$ cat src/rtl/udc_pkg.sv
// Shared types and limits for the up/down counter.
package udc_pkg;

    typedef enum logic {
        MODE_WRAP = 1'b0,
        MODE_SAT  = 1'b1
    } udc_mode_e;

    localparam int UDC_PRESCALE_MAX = 65535;

endpackage

$ cat src/rtl/udc_prescaler.sv
// Enable prescaler: emits one tick every PRESCALE enabled cycles.
// A restart discards any partial period and starts counting from zero.
module udc_prescaler
    import udc_pkg::*;
#(
    parameter int PRESCALE = 1
) (
    input  logic clk,
    input  logic reset,
    input  logic enable,
    input  logic restart,
    output logic tick
);

    localparam logic [15:0] LAST = 16'(PRESCALE - 1);

    logic [15:0] phase_q;

    assign tick = enable && (phase_q == LAST);

    always_ff @(posedge clk) begin
        if (!reset) begin
            phase_q <= '0;
        end else if (restart) begin
            phase_q <= '0;
        end else if (enable) begin
            if (phase_q == LAST) begin
                phase_q <= '0;
            end else begin
                phase_q <= phase_q + 16'd1;
            end
        end
    end

endmodule

$ cat src/rtl/updown_counter_mod.sv
// Parametrised up/down counter with programmable range, wrap/saturate mode,
// load/clear and terminal-count pulses. Define UDC_PRESCALER_EN to slow steps.
module updown_counter_mod
    import udc_pkg::*;
#(
    parameter int        WIDTH    = 8,
    parameter int        MIN_VAL  = 0,
    parameter int        MAX_VAL  = (1 << WIDTH) - 1,
    parameter udc_mode_e MODE     = MODE_WRAP,
    parameter int        PRESCALE = 1
) (
    input  logic             clk,
    input  logic             reset,
    input  logic             enable,
    input  logic             up_down,
    input  logic             clear,
    input  logic             load,
    input  logic [WIDTH-1:0] load_val,
    output logic [WIDTH-1:0] count_out,
    output logic             tc_up,
    output logic             tc_down,
    output logic             at_max,
    output logic             at_min
);

    localparam logic [WIDTH:0]   MIN_X  = (WIDTH + 1)'(MIN_VAL);
    localparam logic [WIDTH:0]   MAX_X  = (WIDTH + 1)'(MAX_VAL);
    localparam logic [WIDTH:0]   MAX_P1 = MAX_X + (WIDTH + 1)'(1);
    localparam logic [WIDTH:0]   MIN_M1 = MIN_X - (WIDTH + 1)'(1);
    localparam logic [WIDTH-1:0] MIN_W  = WIDTH'(MIN_VAL);
    localparam logic [WIDTH-1:0] MAX_W  = WIDTH'(MAX_VAL);

    if (WIDTH < 1 || WIDTH > 30) begin : g_bad_width
        $error("updown_counter_mod: WIDTH must be 1..30");
    end
    if (MIN_VAL < 0 || MIN_VAL >= MAX_VAL || MAX_VAL > (1 << WIDTH) - 1) begin : g_bad_range
        $error("updown_counter_mod: need 0 <= MIN_VAL < MAX_VAL <= 2**WIDTH-1");
    end
    if (PRESCALE < 1 || PRESCALE > UDC_PRESCALE_MAX) begin : g_bad_prescale
        $error("updown_counter_mod: PRESCALE must be 1..65535");
    end

    logic [WIDTH-1:0] count_q;
    logic             tc_up_q;
    logic             tc_down_q;
    logic             tick;
    logic             restart;
    logic [WIDTH:0]   up_next;
    logic [WIDTH:0]   down_next;
    logic             hit_top;
    logic             hit_bottom;
    logic [WIDTH-1:0] load_clamped;

    assign restart = clear || load;

`ifdef UDC_PRESCALER_EN
    udc_prescaler #(
        .PRESCALE(PRESCALE)
    ) u_prescaler (
        .clk    (clk),
        .reset  (reset),
        .enable (enable),
        .restart(restart),
        .tick   (tick)
    );
`else
    assign tick = 1'b1;
`endif

    // Boundaries are found from the WIDTH+1 bit neighbours, so a full-range
    // counter sees MAX+1 as 2**WIDTH rather than a silent wrap to zero.
    always_comb begin
        up_next      = {1'b0, count_q} + (WIDTH + 1)'(1);
        down_next    = {1'b0, count_q} - (WIDTH + 1)'(1);
        hit_top      = (up_next == MAX_P1);
        hit_bottom   = (down_next == MIN_M1);
        load_clamped = load_val;
        if (int'(load_val) > MAX_VAL) begin
            load_clamped = MAX_W;
        end else if (int'(load_val) < MIN_VAL) begin
            load_clamped = MIN_W;
        end
    end

    always_ff @(posedge clk) begin
        if (!reset) begin
            count_q   <= MIN_W;
            tc_up_q   <= 1'b0;
            tc_down_q <= 1'b0;
        end else if (clear) begin
            count_q   <= MIN_W;
            tc_up_q   <= 1'b0;
            tc_down_q <= 1'b0;
        end else if (load) begin
            count_q   <= load_clamped;
            tc_up_q   <= 1'b0;
            tc_down_q <= 1'b0;
        end else begin
            tc_up_q   <= 1'b0;
            tc_down_q <= 1'b0;
            if (enable && tick) begin
                if (up_down) begin
                    if (hit_top) begin
                        tc_up_q <= 1'b1;
                        if (MODE == MODE_WRAP) begin
                            count_q <= MIN_W;
                        end
                    end else begin
                        count_q <= up_next[WIDTH-1:0];
                    end
                end else begin
                    if (hit_bottom) begin
                        tc_down_q <= 1'b1;
                        if (MODE == MODE_WRAP) begin
                            count_q <= MAX_W;
                        end
                    end else begin
                        count_q <= down_next[WIDTH-1:0];
                    end
                end
            end
        end
    end

    assign count_out = count_q;
    assign tc_up     = tc_up_q;
    assign tc_down   = tc_down_q;
    assign at_max    = (count_q == MAX_W);
    assign at_min    = (count_q == MIN_W);

endmodule

$ cat config.mk
export PLATFORM = sky130hd
export DESIGN_NAME = updown_counter_mod
export DESIGN_NICKNAME = d
export VERILOG_FILES = /design/src/rtl/udc_pkg.sv /design/src/rtl/udc_prescaler.sv /design/src/rtl/updown_counter_mod.sv
export SDC_FILE = /design/constraint.sdc
export NUM_CORES = 1
export LEC_CHECK = 0
export CAP_MARGIN = 5
export CORE_MARGIN = 4
export CORE_UTILIZATION = 48
export DETAILED_ROUTE_END_ITERATION = 7
export PLACE_DENSITY_LB_ADDON = 0.05
export SLEW_MARGIN = 40
export SYNTH_ARGS = -nofsm -noshare
export SYNTH_HDL_FRONTEND = slang
export SYNTH_HIERARCHICAL = 1
export SYNTH_SLANG_ARGS = --single-unit
$ cat constraint.sdc
create_clock -name clk -period 4.55 [get_ports clk]
set_clock_uncertainty 0.1 [all_clocks]
set_input_delay 0.91 -clock clk [delete_from_list [all_inputs] [get_ports clk]]
set_output_delay 0.91 -clock clk [all_outputs]
set_load 0.005 [all_outputs]
Word level (Yosys, flattened, before mapping)

Cells that the tools add are included.

Bits in registers: 10
Logic and storage cells: 23

Add/subtract/negate cells: 2
Equality and inequality tests: 3
Mux-type cells: 7
Bitwise operators: 3
Reduce and logical (&&, ||, !) cells: 5

Operator list:

| cell                                                               | number |
|---|---|
| 8-bit 2-to-1 mux                                                   | 5 |
| 9-bit == test, second input constant                               | 2 |
| 5-bit OR reduction                                                 | 2 |
| 8-bit by 1-bit adder with 9-bit output, second input constant      | 1 |
| 8-bit by 1-bit subtractor with 9-bit output, second input constant | 1 |
| 8-bit == test, second input constant                               | 1 |
| 8-bit logical NOT                                                  | 1 |
| 1-bit inverter                                                     | 3 |
| 1-bit 2-to-1 mux                                                   | 2 |
| 2-bit nonzero test                                                 | 1 |
| 2-bit OR reduction                                                 | 1 |

Logic depth before layout (Yosys ltp)

Word-level depth: 6
Mapped depth: 6
Mapped depth without buffers: 6

Worst setup path before layout

OpenSTA, ideal clock, no wires.

Kind: reg2out
Start: reg count_q[0], in the netlist count_out[0]
End: out at_min
Arrival: 961 ps
Setup slack: 2579 ps
Stages on the path, launching flop included: 4
Buffers on the path: 0
Cells stage by stage: dfxtp_1 inv_1 ha_1 and4_1

Word-level cells in the longest chain between the ends: 1

RTL lines:

| item                     | line                      | RTL |
|---|---|---|
| start: declaration       | updown_counter_mod.sv:43  | `logic [WIDTH-1:0] count_q;` |
| start signal: assignment | updown_counter_mod.sv:95  | `count_q <= load_clamped;` |
| start signal: assignment | updown_counter_mod.sv:109 | `count_q <= up_next[WIDTH-1:0];` |
| start signal: assignment | updown_counter_mod.sv:118 | `count_q <= down_next[WIDTH-1:0];` |
| 8-bit logical NOT        | updown_counter_mod.sv:129 | `assign at_min = (count_q == MIN_W);` |
| end: declaration         | updown_counter_mod.sv:23  | `output logic at_min` |

Every way passes these cells.

Worst setup path in the final report

Start: reg count_q[0], in the netlist count_out[0]
End: out at_max

Word-level cells in the longest chain between the ends: 1

RTL lines:

| item             | line                      | RTL |
|---|---|---|
| 8-bit == test    | updown_counter_mod.sv:128 | `assign at_max = (count_q == MAX_W);` |
| end: declaration | updown_counter_mod.sv:22  | `output logic at_max,` |

Every way passes these cells.

==> results.yml <==
timing:
  fin_setup_tns_ns: 0
  hold_viol: 0
  grt_setup_unrepaired: "no"
  setup_viol: 0
  slew_headroom_pct: 64.3
  timing.final.crit_share_pct: 64.2
  timing.final.crit_period_ns: 2.92
  tightest_slew_ns: 0.534
  max_freq_ghz: 0.342
  drv_slew: 0
setup_path:
  crit_cells: 4
  critical-path-max-stage-delay_ns: 0.54
  crit_path_end_kind: "output port"
  critPathTopFamily: "buffers and inverters"
  crit_buf_inv: 1
  worstPathArrival_ns: 1.91
  crit_chain: "ha_1 > nand2_1 > nor3_1 > clkdlybuf4s50_1"
  cp.required_ns: 3.54
  start_kind: "flip-flop"
  cp_slowest_cell: "clkdlybuf4s50_1"
  crit_fanout: 9
  reg2regPathDepth: 6
  worst-setup-path-type: "reg2out"
min_path:
  hp-class: "reg2reg"
  whs_path_depth: 2
clock_network:
  root_buffer: "clkbuf_4"
  path_clk_slew_ns: 0.07
  cts_setup_buffers: 0
  clock_sinks: 10
  clkLatencyLatePin_ns: 0.28
  clk_path_buf_depth: 2
  cts_made_buffers: 3
  tritoncts: "yes"
  cts_resized: 0
  holdBufCountCts: 0
  htree_levels: 1
die:
  num_io_pins: 26
  dieWidth_um: 48.5
  die-area_um2: 2350
  core_um2: 1520
  rows: 14
  die_h_um: 48.5
  start_util_pct: 51.6
routing:
  wire_per_inst_um: 15.4
  dr_total_vias: 880
  drtIter0Drc: 26
  first_pass_iters: 4
  drc: 0
  ant_nets: 0
  drt_wl_total_um: 2190
  vias_per_cell: 6.20
logic_synthesis:
  ys_seq_elements: 10
  synth_top_area_share_pct: 25.4
  yosys-top-cells-area: "dfxtp_1 25%, o21ai_0 7.6%, ha_1 4.8%, nor2_1 3.3%, nor3_1 3.2%"
  yosysTopAreaCell: "dfxtp_1"
  seq_area_frac_synth_pct: 25.4
  synthArstFlopShare_pct: 0
  synth_edf_count: 0
  syn-num-nets: 118
  synth_cell_type_count: 41
  synth_cells: 101
  synth_ff_type: "dfxtp_1"
  ys_warn_count: 6
  syn_avg_cell_area_um2: 7.79
  synth_area_um2: 787
placed_design:
  portBuffers: 25
  dp_hpwl_um: 1610
  gp_congestion: 0.855
layout:
  drive_above_1_share_pct: 8.73
  nets: 144
  final_common_cell: "clkdlybuf4s50_1"
  diodes: 0
  final_cell_mix: "25 x clkdlybuf4s50_1, 12 x o21ai_0, 10 x dfxtp_1"
  syn_to_final_growth_pct: 36.4
global_route:
  antenna_found_initial: 0
  grt_max_degree: 16
  grt_pass1_vias: 833
  grt_pass1_wl_um: 3620
  grt.total_usage_pct: 18.8
  overflow: 0
power_and_ir_drop:
  power.total_w: 0.000253
  power_per_cell_area_nw_per_um2: 236
  peakVddDrop_mv: 0.133
  p_leak_nw: 0.391
run:
  maxCapViolCount: 0
run_status:
  status: "completed"
layout make-up:
type                       count  area, µm²
inverter                       6       22.5
timing repair buffer          25        250
clock buffer                   4       36.3
fill                         140        450
sequential                    10        200
multi-input combinational     81        544
tap                           16       20.0
routing by layer:
layer	routed length, µm	GRT usage (%)	part of all wire (%)
met5	0	0	0
met4	65	8.97	3.0
met3	136	3.37	6.2
met2	1070	31.7	49
met1	922	22.6	42
kinds of logic after synthesis:
logic type	synth area share, %
buffers and inverters	5.41
adder cells (fa/ha/maj)	4.77
flip-flops	25.4
AND/OR/NAND/NOR	34.5
XOR/XNOR	4.45
multiplexers	1.43
AO/OA/AOI/OAI	24.0
synthesized netlist by cell type, types with 3 or more instances:
cell type and count:
dfxtp_1 10, nand2_1 5, nor2b_1 3, ha_1 3, a21oi_1 4, inv_1 6
nor2_1 7, buf_2 4, nand2b_1 3, o21ai_0 12, nor3_1 5
power breakdown:
part | switching, W | leakage [nW] | internal (W)
Sequential | 0.00000865 | 0.0817 | 0.0000912
Clock | 0.0000387 | 0.0210 | 0.0000487
Combinational | 0.0000284 | 0.288 | 0.0000372
stage by stage:
stage	setup WS, ns	instance area, µm²	hold slack (ns)	instances	utilization, %
after global placement	1.92	1040	0.460	138	68.1
after CTS	1.64	1070	0.481	142	70.4
after detailed placement	1.87	1040	0.469	138	68.1
after global routing	1.56	1070	0.526	142	70.4
final	1.63	1070	0.499	142	70.4
after floorplan	2.58	787	0.422	101	-
worst register-to-register path, stage by stage, from the launching register on:
cell and delay [ns]:
dfxtp_1 0.50, inv_1 0.12, ha_1 0.27, nor3b_1 0.16
a32o_1 0.24, a21bo_2 0.21, a31oi_1 0.15
path summary, 6_finish.rpt:
| check | start | slack (ns) | to |
|---|---|---|---|
| setup / recovery | count_out[0] | 1.63 | at_max |
| hold / removal | count_out[7] | 0.50 | tc_up |
| setup reg to reg | count_out[0] | 2.76 | count_out[6] |
| hold reg to reg | count_out[7] | 0.50 | tc_up |
state kept, by name (all words and copies together) (netlist names):
register	cells
tc_up	1
count_out	8
tc_down	1
Note: power is estimated with default switching activity, not from simulation.
